File: src/rtl/qspi_shift_engine.sv
// QSPI byte-slot shift engine: SPI mode 0, single/quad IO, one CS_n frame spanning consecutive slots.
// Each slot is a run of SCLK (high, low) half-periods; a frame adds a setup low phase up front and a hold low phase at the end.
module qspi_shift_engine #(
  parameter int CLK_DIV      = 2,
  parameter int DUMMY_CYCLES = 8,
  parameter int CS_HIGH_CYC  = 4
) (
  input  logic       clk,
  input  logic       rst,
  input  logic       i_start,
  input  logic [7:0] i_data,
  input  logic       i_rw,
  input  logic       i_q_mode,
  input  logic       i_dummy,
  output logic       o_ready,
  output logic       o_dload,
  output logic       o_dval,
  output logic [7:0] o_rx_data,
  output logic       o_sclk,
  output logic       o_cs_n,
  output logic [3:0] o_io_out,
  output logic [3:0] o_io_oe,
  input  logic [3:0] i_io_in
);
  typedef enum logic [2:0] {S_IDLE, S_SHIFT, S_DUMMY, S_HOLD, S_CSHIGH} state_t;

  localparam int MAXN = (DUMMY_CYCLES > 8) ? DUMMY_CYCLES : 8;
  localparam int HW   = $clog2(2 * MAXN);
  localparam int CMAX = (CLK_DIV > CS_HIGH_CYC) ? CLK_DIV : CS_HIGH_CYC;
  localparam int CW   = $clog2(CMAX + 1);
  localparam logic [CW-1:0] DIV_LAST = CW'(CLK_DIV - 1);
  localparam logic [CW-1:0] CSH_LAST = CW'(CS_HIGH_CYC - 1);

  state_t          r_state, w_next;
  logic [CW-1:0]   r_cnt;
  logic [HW-1:0]   r_half;
  logic            r_setup, r_sclk, r_rw, r_q, r_dval;
  logic [7:0]      r_sh, r_rx_data;
  logic [6:0]      r_rx;

  logic            w_busy, w_tick, w_bound, w_ld, w_rise, w_fall, w_final;
  logic            w_rx_rw, w_rx_q;
  logic [HW-1:0]   w_last_half;
  logic [7:0]      w_rx_shift;
  logic [3:0]      w_oe;

  assign w_busy = (r_state == S_SHIFT) || (r_state == S_DUMMY);
  assign w_tick = (r_cnt == DIV_LAST);

  always_comb begin
    if (r_state == S_DUMMY) w_last_half = HW'(2 * DUMMY_CYCLES - 1);
    else if (r_q)           w_last_half = HW'(3);
    else                    w_last_half = HW'(15);
  end

  // Byte boundary: last clk of the final SCLK low phase of a slot.
  assign w_bound = w_busy && w_tick && !r_setup && (r_half == w_last_half);
  assign w_ld    = !rst && i_start && ((r_state == S_IDLE) || w_bound);
  assign w_rise  = w_busy && w_tick && (r_setup || (r_half[0] && (!w_bound || i_start)));
  assign w_fall  = w_busy && w_tick && !r_setup && !r_half[0];

  // The first rise of a continued slot coincides with the load edge, so it samples with the incoming slot's fields.
  assign w_rx_rw    = w_ld ? (i_rw && !i_dummy) : (r_rw && (r_state == S_SHIFT));
  assign w_rx_q     = w_ld ? i_q_mode : r_q;
  assign w_rx_shift = w_rx_q ? {r_rx[3:0], i_io_in} : {r_rx[6:0], i_io_in[1]};
  assign w_final    = !w_ld && !r_setup && (r_half == w_last_half - HW'(2));

  always_ff @(posedge clk or posedge rst) begin
    if (rst) r_state <= S_IDLE;
    else     r_state <= w_next;
  end

  always_comb begin
    w_next = r_state;
    w_oe   = 4'h0;
    case (r_state)
      S_IDLE:         if (i_start) w_next = i_dummy ? S_DUMMY : S_SHIFT;
      S_SHIFT,
      S_DUMMY:        if (w_bound) w_next = !i_start ? S_HOLD : (i_dummy ? S_DUMMY : S_SHIFT);
      S_HOLD:         if (w_tick) w_next = S_CSHIGH;
      S_CSHIGH:       if (r_cnt == CSH_LAST) w_next = S_IDLE;
      default:        w_next = S_IDLE;
    endcase
    if (r_state == S_SHIFT && !r_rw) w_oe = r_q ? 4'hF : 4'h1;
  end

  assign o_dload   = w_ld;
  assign o_ready   = (r_state == S_IDLE) && !rst;
  assign o_cs_n    = (r_state == S_IDLE) || (r_state == S_CSHIGH);
  assign o_io_oe   = w_oe;
  assign o_io_out  = (r_q ? r_sh[7:4] : {3'b000, r_sh[7]}) & w_oe;
  assign o_sclk    = r_sclk;
  assign o_dval    = r_dval;
  assign o_rx_data = r_rx_data;

  always_ff @(posedge clk or posedge rst) begin
    if (rst) begin
      r_cnt <= '0;
    end else if (r_state == S_IDLE || w_next != r_state || (w_busy && w_tick)) begin
      r_cnt <= '0;
    end else begin
      r_cnt <= r_cnt + CW'(1);
    end
  end

  always_ff @(posedge clk or posedge rst) begin
    if (rst) begin
      r_half    <= '0;
      r_setup   <= 1'b1;
      r_sclk    <= 1'b0;
      r_sh      <= '0;
      r_rx      <= '0;
      r_rx_data <= '0;
      r_dval    <= 1'b0;
      r_rw      <= 1'b0;
      r_q       <= 1'b0;
    end else begin
      r_dval <= 1'b0;
      if (w_ld) begin
        r_sh <= i_data;
        r_rw <= i_rw && !i_dummy;
        r_q  <= i_q_mode;
      end else if (w_fall) begin
        r_sh <= r_q ? {r_sh[3:0], 4'h0} : {r_sh[6:0], 1'b0};
      end
      if (w_rise && w_rx_rw) begin
        r_rx <= w_rx_shift[6:0];
        if (w_final) begin
          r_rx_data <= w_rx_shift;
          r_dval    <= 1'b1;
        end
      end
      if (r_state == S_IDLE) begin
        r_setup <= 1'b1;
        r_half  <= '0;
        r_sclk  <= 1'b0;
      end else if (w_busy && w_tick) begin
        if (r_setup) begin
          r_setup <= 1'b0;
          r_sclk  <= 1'b1;
          r_half  <= '0;
        end else if (w_bound) begin
          r_half <= '0;
          r_sclk <= i_start;
        end else begin
          r_half <= r_half + HW'(1);
          r_sclk <= ~r_sclk;
        end
      end
    end
  end
endmodule

File: config.mk
export PLATFORM = sky130hd
export DESIGN_NAME = qspi_shift_engine
export DESIGN_NICKNAME = d
export VERILOG_FILES = /design/src/rtl/qspi_shift_engine.sv
export SDC_FILE = /design/constraint.sdc
export NUM_CORES = 1
export LEC_CHECK = 0
export BUFFER_PORTS_ARGS = -buffer_cell sky130_fd_sc_hd__buf_2
export CAP_MARGIN = 25
export CELL_PAD_IN_SITES_DETAIL_PLACEMENT = 1
export CELL_PAD_IN_SITES_GLOBAL_PLACEMENT = 2
export CORE_ASPECT_RATIO = 0.5
export CORE_UTILIZATION = 37
export CTS_CLUSTER_SIZE = 40
export DETAILED_ROUTE_END_ITERATION = 8
export GPL_ROUTABILITY_DRIVEN = 0
export HOLD_SLACK_MARGIN = 0.03
export PLACE_DENSITY = 0.82
export SETUP_SLACK_MARGIN = 0.5
export SLEW_MARGIN = 20
export SYNTH_ARGS = -nofsm -noshare
export SYNTH_HDL_FRONTEND = slang
export SYNTH_SLANG_ARGS = --single-unit
File: constraint.sdc
create_clock -name clk -period 6.6 [get_ports clk]
set_clock_uncertainty 0.05 [all_clocks]
set_input_delay 0.66 -clock clk [delete_from_list [all_inputs] [get_ports clk]]
set_output_delay 0.66 -clock clk [all_outputs]
set_load 0.1 [all_outputs]
==> impl_metrics.tcl, run 1 <==
set metrics [dict create \
    status "finished clean" \
    vdd_drop_max_v 0.000204 \
    rsz0062_at_grt "no" \
    hold_class "in2async" \
    drt_iter0_drc 45 \
    maxSlewHeadroom 0.616 \
    grt_overflow 0 \
    critPathBufInv 2 \
    p_per_area_nw_per_um2 461 \
    critical_path.top_delay_family "buffers and inverters" \
    period_share 0.524 \
    antenna_found_initial 0 \
    track_usage 0.183 \
    root_buffer "clkbuf_16" \
    max_freq_mhz 289 \
    die_w_um 109 \
    syn2layout_area_growth_pct 21.3 \
    most-common-layout-cells "buf_2, dfrtp_1, mux2_2" \
    ys.flop_type "dfrtp_1" \
    n_antenna_cell 0 \
    syn-num-nets 230 \
    nets 269 \
    vias 1636 \
    drcViolationCount 0 \
    final_common_cell "buf_2" \
    grt_first_pass_wirelength_mm 8.49 \
    die_area_um2 6040 \
    drv_slew 0 \
    reg2reg_depth 8 \
    required_ns 5.89 \
    worstMarginPinSlew_ns 0.576 \
    dieHeight_um 55.5 \
    cts_resized 0 \
    syn_area_per_cell_um2 10.2 \
    finalSetupViolCount 0 \
    ys_ff_latch 38 \
    synth-seq-area-share 0.450 \
    htreeDepth 2 \
    hold_viol_final 0 \
    hpwl_mm 3.51 \
    reg2reg_slack_ns 3.78 \
    io_pins 39 \
    period_minus_slack_ns 3.46 \
    path_clk_slew_ns 0.06 \
    cts_buffers 5 \
    num_rows 19 \
    ant_nets 0 \
    path_max_fanout 11 \
    cts_sinks 38 \
    start_kind "flop" \
    tns_ns 0 \
    post_cts_buffers 0 \
    cts_tree "done" \
    routedWlPerCell_um 15.0 \
    clock_tree.buffer_depth 2 \
    critPathKind "reg2out" \
    end_kind "output port" \
    max_cap_violations 0 \
    synth.distinct_cells 43 \
    synth_edf_count 0 \
    cpMaxStageDelayCell "dfrtp_1" \
    insertion_delay_ns 0.28 \
    io_buffers 38 \
    leakagePower_nw 1.26 \
    drive_gt1_frac 0.344 \
    ctsHoldBuffers 0 \
    yosysWarningCount 0 \
    fin_util 0.468 \
    synthArstFlopShare 1.00 \
    crit_cells 6 \
    initial_core_util 0.385 \
    core_um2 5490 \
    syn_area_um2 2120 \
    grt_max_degree 28 \
    crit_chain "or3b_4 > and3_4 > o21a_2 > o21ai_2 > clkinv_1 > buf_2" \
    post_drt_via_cell_ratio 5.11 \
    routed_wirelength_mm 4.80 \
    first_pass_iters 4 \
    cp_slowest_stage_delay_ns 0.53 \
    synthCells 207 \
    worst_ep_arrival_time_ns 2.75 \
    grt_pass1_vias 1720 \
]
[final timing paths]
check / from / to
setup / recovery: r_state[1] / o_dload
hold / removal: rst / o_dval
setup reg to reg: r_cnt[1] / r_rx[4]
hold reg to reg: r_cnt[0] / r_cnt[0]
max in group asynchronous: rst / r_setup
min in group clk: r_cnt[0] / r_cnt[0]
[cell usage after synthesis (all sizes together) (2+ instances only)]
| master | n | area (um^2) |
|---|---|---|
| nor2 | 18 | 67.6 |
| or3 | 2 | 12.5 |
| nand3 | 3 | 15.0 |
| o211ai | 4 | 35.0 |
| dfrtp | 37 | 926 |
| mux2i | 5 | 50.1 |
| and3 | 5 | 36.3 |
| inv | 6 | 22.5 |
| nor2b | 4 | 25.0 |
| o21ai | 17 | 92.6 |
| buf | 5 | 36.3 |
| mux2 | 24 | 270 |
| nand2 | 21 | 78.8 |
| ha | 5 | 62.6 |
| clkbuf | 4 | 15.0 |
| nor3 | 6 | 30.0 |
| nand2b | 6 | 37.5 |
| nand3b | 5 | 37.5 |
| o21a | 3 | 23.8 |
| a21oi | 7 | 42.5 |
| a211oi | 3 | 47.6 |
| a31oi | 3 | 18.8 |
| nor3b | 3 | 22.5 |
[sequential cells by signal, summed over array words and instances (netlist names), 3 cells and up]
register   count
r_half         4
o_rx_data      8
r_rx           7
r_state        3
r_sh           8
r_cnt          3
[per-layer routing]
| layer | vias to the layer above | wire [um] | GRT usage |
|---|---|---|---|
| li1 | 807 | - | - |
| met1 | 805 | 2390 | 0.251 |
| met2 | 20 | 2230 | 0.288 |
| met3 | 4 | 128 | 0.0390 |
| met4 | 0 | 45 | 0.0579 |
| met5 | - | 0 | 0 |
[cell families (layout without fill, tap and decap cells)]
family,after synthesis,count (layout),share of synthesized area
compound gates,40,40,0.135
xor+xnor,1,1,0.00414
fa+ha+maj,5,5,0.0296
buf+inv,16,56,0.0367
flops,38,38,0.450
mux,29,29,0.151
simple gates,78,78,0.193
[where the power goes]
part           total (W)  internal (W)  leakage (nW)  switching, W
registers       0.000370      0.000295         0.496     0.0000749
logic           0.000492      0.000158         0.662      0.000335
clock network   0.000321      0.000227        0.0971     0.0000945
total            0.00118      0.000680          1.26      0.000504
[metrics by stage]
step | setup WS, ns | power (W) | std cells | cell area [um^2] | hold WS, ns
floorplan | 2.11 | 0.000771 | 207 | 2120 | 0.387
global placement | 3.49 | 0.000856 | 312 | 2370 | 0.400
detailed placement | 3.44 | 0.000867 | 312 | 2370 | 0.420
CTS | 3.14 | 0.00119 | 320 | 2570 | 0.380
global route | 2.91 | 0.00126 | 320 | 2570 | 0.410
finish | 3.14 | 0.00118 | 320 | 2570 | 0.368
[area by class of cell]
type / count / area (um^2)
fillers: 629 / 2920
multi-input cells: 153 / 1090
flip-flops and latches: 38 / 952
repair buffers: 41 / 213
clock buffers: 6 / 139
well taps: 73 / 91.3
clock inverters: 2 / 60.1
inverters: 7 / 26.3
(Power assumes the default switching activity.)
==> inputs of run 2 (changes only) <==
CORE_UTILIZATION = 31   (was 37)
PLACE_DENSITY = 0.74   (was 0.82)
clock period = 2.8 ns   (was 6.6 ns; I/O delays follow)
==> impl_metrics.tcl, run 2 (synthesized netlist as in run 1, its figures left out) <==
set metrics [dict create \
    n_antenna_cell 0 \
    nets 292 \
    core_um2 6330 \
    worst_ep_arrival_time_ns 2.65 \
    total_power_w 0.00296 \
    track_usage 0.176 \
    grt_first_pass_wirelength_mm 9.52 \
    initial_core_util 0.334 \
    fin_cells 358 \
    max_freq_mhz 394 \
    hold_class "in2async" \
    status "finished clean" \
    fin_ws_ns 0.261 \
    rsz0062_at_grt "yes" \
    hold_viol_final 0 \
    num_rows 20 \
    start_kind "flop" \
    post_drt_via_cell_ratio 4.99 \
    clock_tree.buffer_depth 2 \
    cpMaxStageDelayCell "dfrtp_2" \
    ant_nets 0 \
    end_kind "flop" \
    cts_tree "done" \
    grt_overflow 0 \
    post-place-cells 334 \
    insertion_delay_ns 0.29 \
    path_max_fanout 9 \
    die_area_um2 7180 \
    critical_path.top_delay_family "simple AND/OR/NAND/NOR gates" \
    first_pass_iters 4 \
    routedWlPerCell_um 16.3 \
    maxSlewHeadroom 0.662 \
    vias 1786 \
    sw_frac_of_total 0.444 \
    cp_common_cell "mux2_2" \
    grt_util_met3 0.0404 \
    period_share 0.907 \
    pwr-share-seq 0.286 \
    die_w_um 119 \
    combPwrFrac 0.515 \
    hpwl_mm 3.82 \
    cts_sinks 38 \
    clkPwrFrac 0.198 \
    use_met2 0.292 \
    crit_chain "or3b_4 > and3_4 > or2_4 > a211oi_4 > buf_12 > mux2_2 > mux2_2" \
    io_pins 39 \
    period_minus_slack_ns 2.54 \
    most-common-layout-cells "dfrtp_1, buf_2, mux2_2, buf_4, nand2_1" \
    max_cap_violations 0 \
    critPathKind "reg2reg" \
    leakagePower_nw 1.38 \
    vdd_drop_max_v 0.000473 \
    io_buffers 38 \
    path_clk_slew_ns 0.06 \
    syn2layout_area_growth_pct 39.0 \
    finalSetupViolCount 0 \
    htreeDepth 2 \
    top_usage_layer "met2" \
    drt_iter0_drc 49 \
    required_ns 2.91 \
    p_per_area_nw_per_um2 1010 \
    antenna_found_initial 0 \
    routed_wirelength_mm 5.85 \
    drive_gt1_frac 0.459 \
    worstMarginPinSlew_ns 0.507 \
    final_common_cell "dfrtp_1" \
    grt_use_met1 0.227 \
    cts_buffers 5 \
    p_int_w 0.00164 \
    grt_pass1_vias 1846 \
    drv_slew 0 \
    dieHeight_um 60.4 \
    power_switching_w 0.00131 \
    tns_ns 0 \
    cp_slowest_stage_delay_ns 0.44 \
    critPathBufInv 1 \
    grt_max_degree 39 \
    root_buffer "clkbuf_16" \
    drcViolationCount 0 \
    place_ws_ns 0.0846 \
]
[run 2: metal layers]
metal / wire [um] / part of all wire
met3: 182 / 0.031
met4: 107 / 0.018
met5: 0 / 0
met2: 2870 / 0.49
met1: 2690 / 0.46
[run 2: final cells by class]
cell class	instances	area, um^2
clock buffer	6	139
clock inverter	2	12.5
fill	703	3390
inverter	7	31.3
multi-input combinational	153	1190
sequential	38	955
tap	88	110
timing repair buffer	64	499
[run 2: final timing paths]
kind | endpoint | slack [ns] | cells after the start | startpoint
min in group clk | r_sh[5] | 0.14 | 3 | i_data[5]
worst min register to register | r_cnt[0] | 0.42 | 1 | r_cnt[0]
worst min-delay path | r_state[0] | 0.09 | 3 | rst
max in group asynchronous | r_state[2] | 2.22 | 3 | rst
worst max register to register | r_rx[1] | 0.26 | 7 | r_state[1]
worst max-delay path | r_rx[1] | 0.26 | 7 | r_state[1]
[run 2: power groups by stage]
stage          Sequential [W]  Combinational, W  Clock (W)
2_1_floorplan        0.000826           0.00106          0
3_3_place_gp         0.000836           0.00128          0
6_report             0.000847           0.00152   0.000587
5_1_grt              0.000869           0.00164   0.000621
4_1_cts              0.000837           0.00140   0.000599
3_5_place_dp         0.000841           0.00131          0
[run 2: metrics by stage]
step           area, um^2  hold WS (ns)  utilization
3_5_place_dp         2490         0.414        0.393
6_report             2940        0.0913        0.464
4_1_cts              2760         0.117        0.436
2_1_floorplan        2190         0.335            -
5_1_grt              2940         0.149        0.464
3_3_place_gp         2490         0.404        0.393
[run 2: timing repair]
action                                  4_1_cts  5_1_grt
endpoints found under the setup margin       27       24
resized for setup                            19       24
setup buffers                                 5       11
hold buffers                                  0        0
pin swaps                                     3        8
cloned                                        0        0
[run 2: worst min-delay path: cells and delay by family]
family / cells / cell delay, ns
buffers and inverters: 3 / 0.59
